===== config.mk =====
export PLATFORM = sky130hd
export DESIGN_NAME = bus_ctrl
export DESIGN_NICKNAME = d
export VERILOG_FILES = /design/src/rtl/bus_ctrl.sv
export SDC_FILE = /design/constraint.sdc
export NUM_CORES = 2
export LEC_CHECK = 0
export CORE_ASPECT_RATIO = 1.75
export CORE_MARGIN = 2
export CORE_UTILIZATION = 58
export CTS_CLUSTER_DIAMETER = 80
export DETAILED_ROUTE_END_ITERATION = 8
export PLACE_DENSITY = 0.74
export SLEW_MARGIN = 20
export SYNTH_ARGS = -nofsm -noshare
export SYNTH_HDL_FRONTEND = slang
export SYNTH_SLANG_ARGS = --single-unit

===== constraint.sdc =====
create_clock -name clk -period 4 [get_ports clk]
set_clock_uncertainty 0.2 [all_clocks]
set_input_delay 0.8 -clock clk [delete_from_list [all_inputs] [get_ports clk]]
set_output_delay 0.8 -clock clk [all_outputs]
set_load 0.1 [all_outputs]

===== src/rtl/bus_ctrl.sv =====
// bus_ctrl: responder end of the core memory/GPIO grant handshake.
// Round-robin arbitration among NUM_CORES requesters. One access is served at
// a time against a shared byte RAM or a small GPIO register window. Each access
// takes three cycles: IDLE (sample/arbitrate), ACCESS, RESP (grant pulse).
//
// Ports:
//   clk            system clock, rising edge
//   reset          asynchronous, active-high reset
//   grant_request  per-core request, held until granted
//   rw             per-core direction, 1 = write, 0 = read
//   address        per-core 9-bit address, bit 8 selects GPIO; core i at [9i+8:9i]
//   data_out       per-core write data; core i at [8i+7:8i]
//   grant_given    one-hot completion pulse, one cycle, in RESP
//   data_in        read data, valid while a grant_given bit is high
//   load_en        program-load write strobe, independent of the FSM
//   load_addr      program-load address
//   load_data      program-load data
//   gpio_in        external inputs, asynchronous to clk
//   gpio_out       GPIO output register
//   busy           high in ACCESS and RESP
//
// state  | meaning
// IDLE   | waiting; picks the next requester after rr_ptr and latches its request
// ACCESS | performs the latched RAM/GPIO access
// RESP   | drives grant_given and data_in for the served core

module bus_ctrl #(
  parameter int NUM_CORES = 2,
  parameter int RAM_AW    = 8,
  parameter int GPIO_W    = 8
) (
  input  logic                   clk,
  input  logic                   reset,
  input  logic [NUM_CORES-1:0]   grant_request,
  input  logic [NUM_CORES-1:0]   rw,
  input  logic [9*NUM_CORES-1:0] address,
  input  logic [8*NUM_CORES-1:0] data_out,
  output logic [NUM_CORES-1:0]   grant_given,
  output logic [7:0]             data_in,
  input  logic                   load_en,
  input  logic [RAM_AW-1:0]      load_addr,
  input  logic [7:0]             load_data,
  input  logic [GPIO_W-1:0]      gpio_in,
  output logic [GPIO_W-1:0]      gpio_out,
  output logic                   busy
);

  localparam int PW = (NUM_CORES > 1) ? $clog2(NUM_CORES) : 1;
  localparam int XW = (GPIO_W > 8) ? GPIO_W : 8;

  typedef enum logic [1:0] {IDLE, ACCESS, RESP} state_t;

  state_t state, state_nx;

  // rr_ptr doubles as the index of the core being served once latched
  logic [PW-1:0]   rr_ptr;
  logic [PW-1:0]   win;
  logic            win_valid;
  logic            lat_rw;
  logic [8:0]      lat_addr;
  logic [7:0]      lat_wdata;
  logic [7:0]      ram [2**RAM_AW];
  logic [GPIO_W-1:0] gpio_meta, gpio_sync;
  logic [XW-1:0]   gpio_out_ext, gpio_sync_ext, wdata_ext;
  logic [7:0]      rdata;
  logic            ram_we;
  logic            gpio_we;

  assign gpio_out_ext  = XW'(gpio_out);
  assign gpio_sync_ext = XW'(gpio_sync);
  assign wdata_ext     = XW'(lat_wdata);

  // First requester strictly after rr_ptr, wrapping modulo NUM_CORES
  always_comb begin
    win       = '0;
    win_valid = 1'b0;
    for (int k = 1; k <= NUM_CORES; k++) begin
      if (!win_valid && grant_request[(int'(rr_ptr) + k) % NUM_CORES]) begin
        win_valid = 1'b1;
        win       = PW'((int'(rr_ptr) + k) % NUM_CORES);
      end
    end
  end

  always_ff @(posedge clk or posedge reset) begin
    if (reset) begin
      state <= IDLE;
    end else begin
      state <= state_nx;
    end
  end

  always_comb begin
    state_nx = state;
    busy     = 1'b0;
    ram_we   = 1'b0;
    gpio_we  = 1'b0;
    case (state)
      IDLE: begin
        if (win_valid) state_nx = ACCESS;
      end
      ACCESS: begin
        busy     = 1'b1;
        ram_we   = lat_rw && !lat_addr[8];
        gpio_we  = lat_rw && lat_addr[8] && (lat_addr[7:0] == 8'h00);
        state_nx = RESP;
      end
      RESP: begin
        busy     = 1'b1;
        state_nx = IDLE;
      end
      default: state_nx = IDLE;
    endcase
  end

  always_comb begin
    rdata = 8'h00;
    if (lat_addr[8]) begin
      if (lat_addr[7:0] == 8'h00)      rdata = gpio_out_ext[7:0];
      else if (lat_addr[7:0] == 8'h01) rdata = gpio_sync_ext[7:0];
    end else begin
      rdata = ram[lat_addr[RAM_AW-1:0]];
    end
  end

  always_ff @(posedge clk or posedge reset) begin
    if (reset) begin
      rr_ptr    <= PW'(NUM_CORES - 1);
      lat_rw    <= 1'b0;
      lat_addr  <= '0;
      lat_wdata <= '0;
    end else if (state == IDLE && win_valid) begin
      rr_ptr    <= win;
      lat_rw    <= rw[win];
      lat_addr  <= address[9*win +: 9];
      lat_wdata <= data_out[8*win +: 8];
    end
  end

  always_ff @(posedge clk or posedge reset) begin
    if (reset) begin
      grant_given <= '0;
      data_in     <= 8'h00;
      gpio_out    <= '0;
      gpio_meta   <= '0;
      gpio_sync   <= '0;
    end else begin
      gpio_meta   <= gpio_in;
      gpio_sync   <= gpio_meta;
      grant_given <= '0;
      data_in     <= 8'h00;
      if (state == ACCESS) begin
        grant_given[rr_ptr] <= 1'b1;
        data_in             <= lat_rw ? 8'h00 : rdata;
      end
      if (gpio_we) gpio_out <= wdata_ext[GPIO_W-1:0];
    end
  end

  // Program load comes last so it wins a same-address collision;
  // a same-edge read already captured the old value through rdata.
  always_ff @(posedge clk) begin
    if (ram_we)  ram[lat_addr[RAM_AW-1:0]] <= lat_wdata;
    if (load_en) ram[load_addr]            <= load_data;
  end

endmodule


==> impl_results.md <==
* TritonCTS clock tree: done
* Final worst slack at -0.2798 ns
* Yosys cell types at 77
* CTS clock-pin slew for the worst setup and hold paths at 0.06 ns
* Total net switching power at 29.34 mW
* Ys flop type: edfxtp_1
* Final Cycle Share at 107.0%
* Setup crit end kind: register
* Area growth syn-to-layout at 13.36%
* Met2 Use GR at 61.90%
* Effective utilization at floorplan at 58.22%
* DIE WIDTH at 331.1 µm
* Area of the multi-input gates at 42520 µm²
* IO Port Bufs at 83
* Slew Limit Fails at 0
* FP Rows at 210
* H-Tree Level Count at 4
* Syn Area/Cell at 15.86 µm²
* Initial antenna violation count at 26
* Worst IR Drop VDD at 0.0008404 V
* CP required at 4.58 ns
* Asr flop ratio synth at 2.615%
* Total CTS buffers at 197
* Avg WL per Cell at 39.33 µm
* Power Density at 666.0 nW/µm²
* GR peak layer: met2
* Core footprint at 186600 µm²
* Max-slew headroom at 14.56%
* Register Area at 62920 µm²
* Sequential fraction of the synthesis area at 57.89%
* Remaining Overflow, GRT at 0
* Reg2reg setup slack at -0.28 ns
* Post-synth EDFFs at 2048
* Hold slack at 0.1407 ns
* Vias at 72260
* Nets@finish at 7268
* Synth Register Bits at 2103
* CTS Hold Bufs at 0
* Netlist Area Pre-Place at 108600 µm²
* Worst-margin pin slew at 1.271 ns
* Worst-Skew Late Latency at 0.91 ns
* Die area at 190900 µm²
* Crit path max fanout at 17
* Layout cells sized above 1 at 51.09%
* Fmax at 233.7 MHz
* Setup bufs post-CTS at 0
* Worst setup path category: reg -> reg
* Final setup fails at 12
* Status: finished with violations
* Switching Fraction at 35.78%
* Tmin final at 4.280 ns
* Overall routing resource usage at 40.36%
* Met3 usage at 11.64%
* R2r endpoint: data_in[0]$_DFF_PP0_
* Die height at 576.4 µm
* DRC errors left at 0
* Share of power burned in registers at 35.2%
* Final Power at 82.00 mW
* Met1 Use GR at 45.87%
* Clk root buf: clkbuf_16
* Via density at 7.354
* Unrepaired setup endpoints after global routing: false
* Leak at 41.23 nW
* Drt first pass iters at 9
* Comb power frac at 42.1%
* Commonest cells after routing, fill and taps aside: mux2_2, edfxtp_1, buf_4
* Top-Level Pins at 84
* Syn Inst Count at 6850
* Violated checks: setup timing
* Post-DP HPWL at 250300 µm
* Crit path DAT at 4.86 ns
* Post-Syn Nets at 6917
* # fillers at 13050
* Iteration-0 DRC count of the detailed router at 10770
* Pre-CTS WS at 0.04014 ns
* Post-CTS sizing at 0
* Max-cap violations at 0
* Vias in the first global route at 71980
* Synth warn at 0
* Reg2reg start: lat_addr[7]$_DFFE_PP0P_
* P_int at 52.66 mW
* Clock power frac at 22.7%
* Critical path endpoint: data_in[0]$_DFF_PP0_
* Drt total wl at 386500 µm
* CP startpoint: lat_addr[7]$_DFFE_PP0P_
* Critical Path Source Type: register
* GPL Wtd Cong at 1.015
* HP Class: in -> async
* Post-DRT Antenna Nets at 0
* Commonest non-fill, non-tap cell in the layout: mux2_2
* Clock sink total at 2103
* Global-route wire length before repair at 540000 µm
* Final Hold Violating Endpoints at 0
* R2R depth at 10
* Pin count of the biggest net entering global routing at 106
* Clock Path Buffers at 4
-- flip-flops by register name, summed over array words and instances (netlist names) --
register     flops
lat_wdata        8
grant_given      2
gpio_sync        8
rr_ptr           1
state            2
lat_addr         9
gpio_meta        8
ram           2048
gpio_out         8
data_in          8
lat_rw           1
-- power by group through the flow --
stage / sequential, mW / combinational [mW] / clock [mW]
floorplan: 28.4 / 21.2 / 0
global placement: 29.2 / 32.2 / 0
detailed placement: 29.2 / 33.1 / 0
CTS: 28.8 / 33.3 / 18.6
global route: 28.8 / 35.2 / 19.4
finish: 28.8 / 34.6 / 18.6
-- critical path: stages, from the launching register on --
cell	delay (ns)
dfrtp_1	0.68
buf_12	0.32
nor2b_1	0.22
nand3_1	0.31
buf_4	0.35
nor3_1	0.97
nor4_1	0.22
nand4_1	0.32
nor3_1	0.13
buf_4	0.17
a211oi_1	0.25
-- per-layer routing --
layer  vias up  part of all wire [%]
met1     36590                    31
met2      5869                    46
met4        18                    11
li1      28010                     -
met5         -                 0.034
met3      1777                    12
-- kinds of logic after synthesis --
logic type,synth area share (%)
AO/OA/AOI/OAI,3.911
adder cells (fa/ha/maj),0.02304
buffers and inverters,3.109
flip-flops,57.89
multiplexers,32.28
AND/OR/NAND/NOR,2.779
-- cells in the mapped netlist, types with 12 or more instances --
cell type / n / area (µm²)
o22ai_1: 234 / 1464
buf_2: 78 / 390.4
nand2b_1: 19 / 118.9
a31oi_1: 19 / 118.9
clkbuf_1: 600 / 2252
mux2i_1: 137 / 1371
nand2_1: 248 / 930.9
nor2_2: 46 / 287.8
nor3_1: 18 / 90.09
nor2_1: 199 / 747.0
a21oi_1: 54 / 270.3
buf_6: 21 / 236.5
a221oi_1: 15 / 131.4
nor2b_1: 30 / 187.7
o21ai_0: 113 / 565.5
mux2_2: 2062 / 23220
nand3_1: 33 / 165.2
buf_4: 50 / 375.4
nand4_1: 12 / 75.07
a211oi_1: 34 / 255.2
dfrtp_1: 54 / 1351
edfxtp_1: 2048 / 61500
buf_1: 13 / 48.80
a22oi_1: 101 / 758.2
mux4_2: 458 / 10310
-- worst min-delay path by stage --
stage	start	endpoint	slack [ns]	depth (start not counted)
after floorplan	gpio_meta[0]$_DFF_PP0_	gpio_sync[0]$_DFF_PP0_	0.13	0
after global placement	gpio_meta[0]$_DFF_PP0_	gpio_sync[0]$_DFF_PP0_	0.14	0
after detailed placement	gpio_meta[7]$_DFF_PP0_	gpio_sync[7]$_DFF_PP0_	0.14	0
after CTS	gpio_in[3]	gpio_meta[3]$_DFF_PP0_	0.14	1
after global routing	gpio_in[5]	gpio_meta[5]$_DFF_PP0_	0.16	1
final	reset	grant_given[0]$_DFF_PP0_	0.14	2
-- stage by stage --
stage | std cells | setup TNS, ns | instance area (µm²) | util, %
floorplan | 6850 | 0 | 108600 | -
global placement | 9439 | 0 | 116900 | 62.64
detailed placement | 9439 | 0 | 116900 | 62.65
CTS | 9792 | 0 | 123000 | 65.93
global route | 9797 | 0 | 123000 | 65.95
finish | 9827 | -1.203 | 123100 | 65.99
-- cell type report --
| cell class | count | share of cell area, % |
|---|---|---|
| flip-flops and latches | 2103 | 51.11 |
| multi-input cells | 3973 | 34.53 |
| repair buffers | 917 | 6.813 |
| clock buffers | 252 | 4.305 |
| well taps | 2438 | 2.478 |
| clock inverters | 101 | 0.6647 |
| diodes | 34 | 0.06911 |
| inverters | 9 | 0.02846 |
No activity file was read; power rests on OpenSTA's default activity.
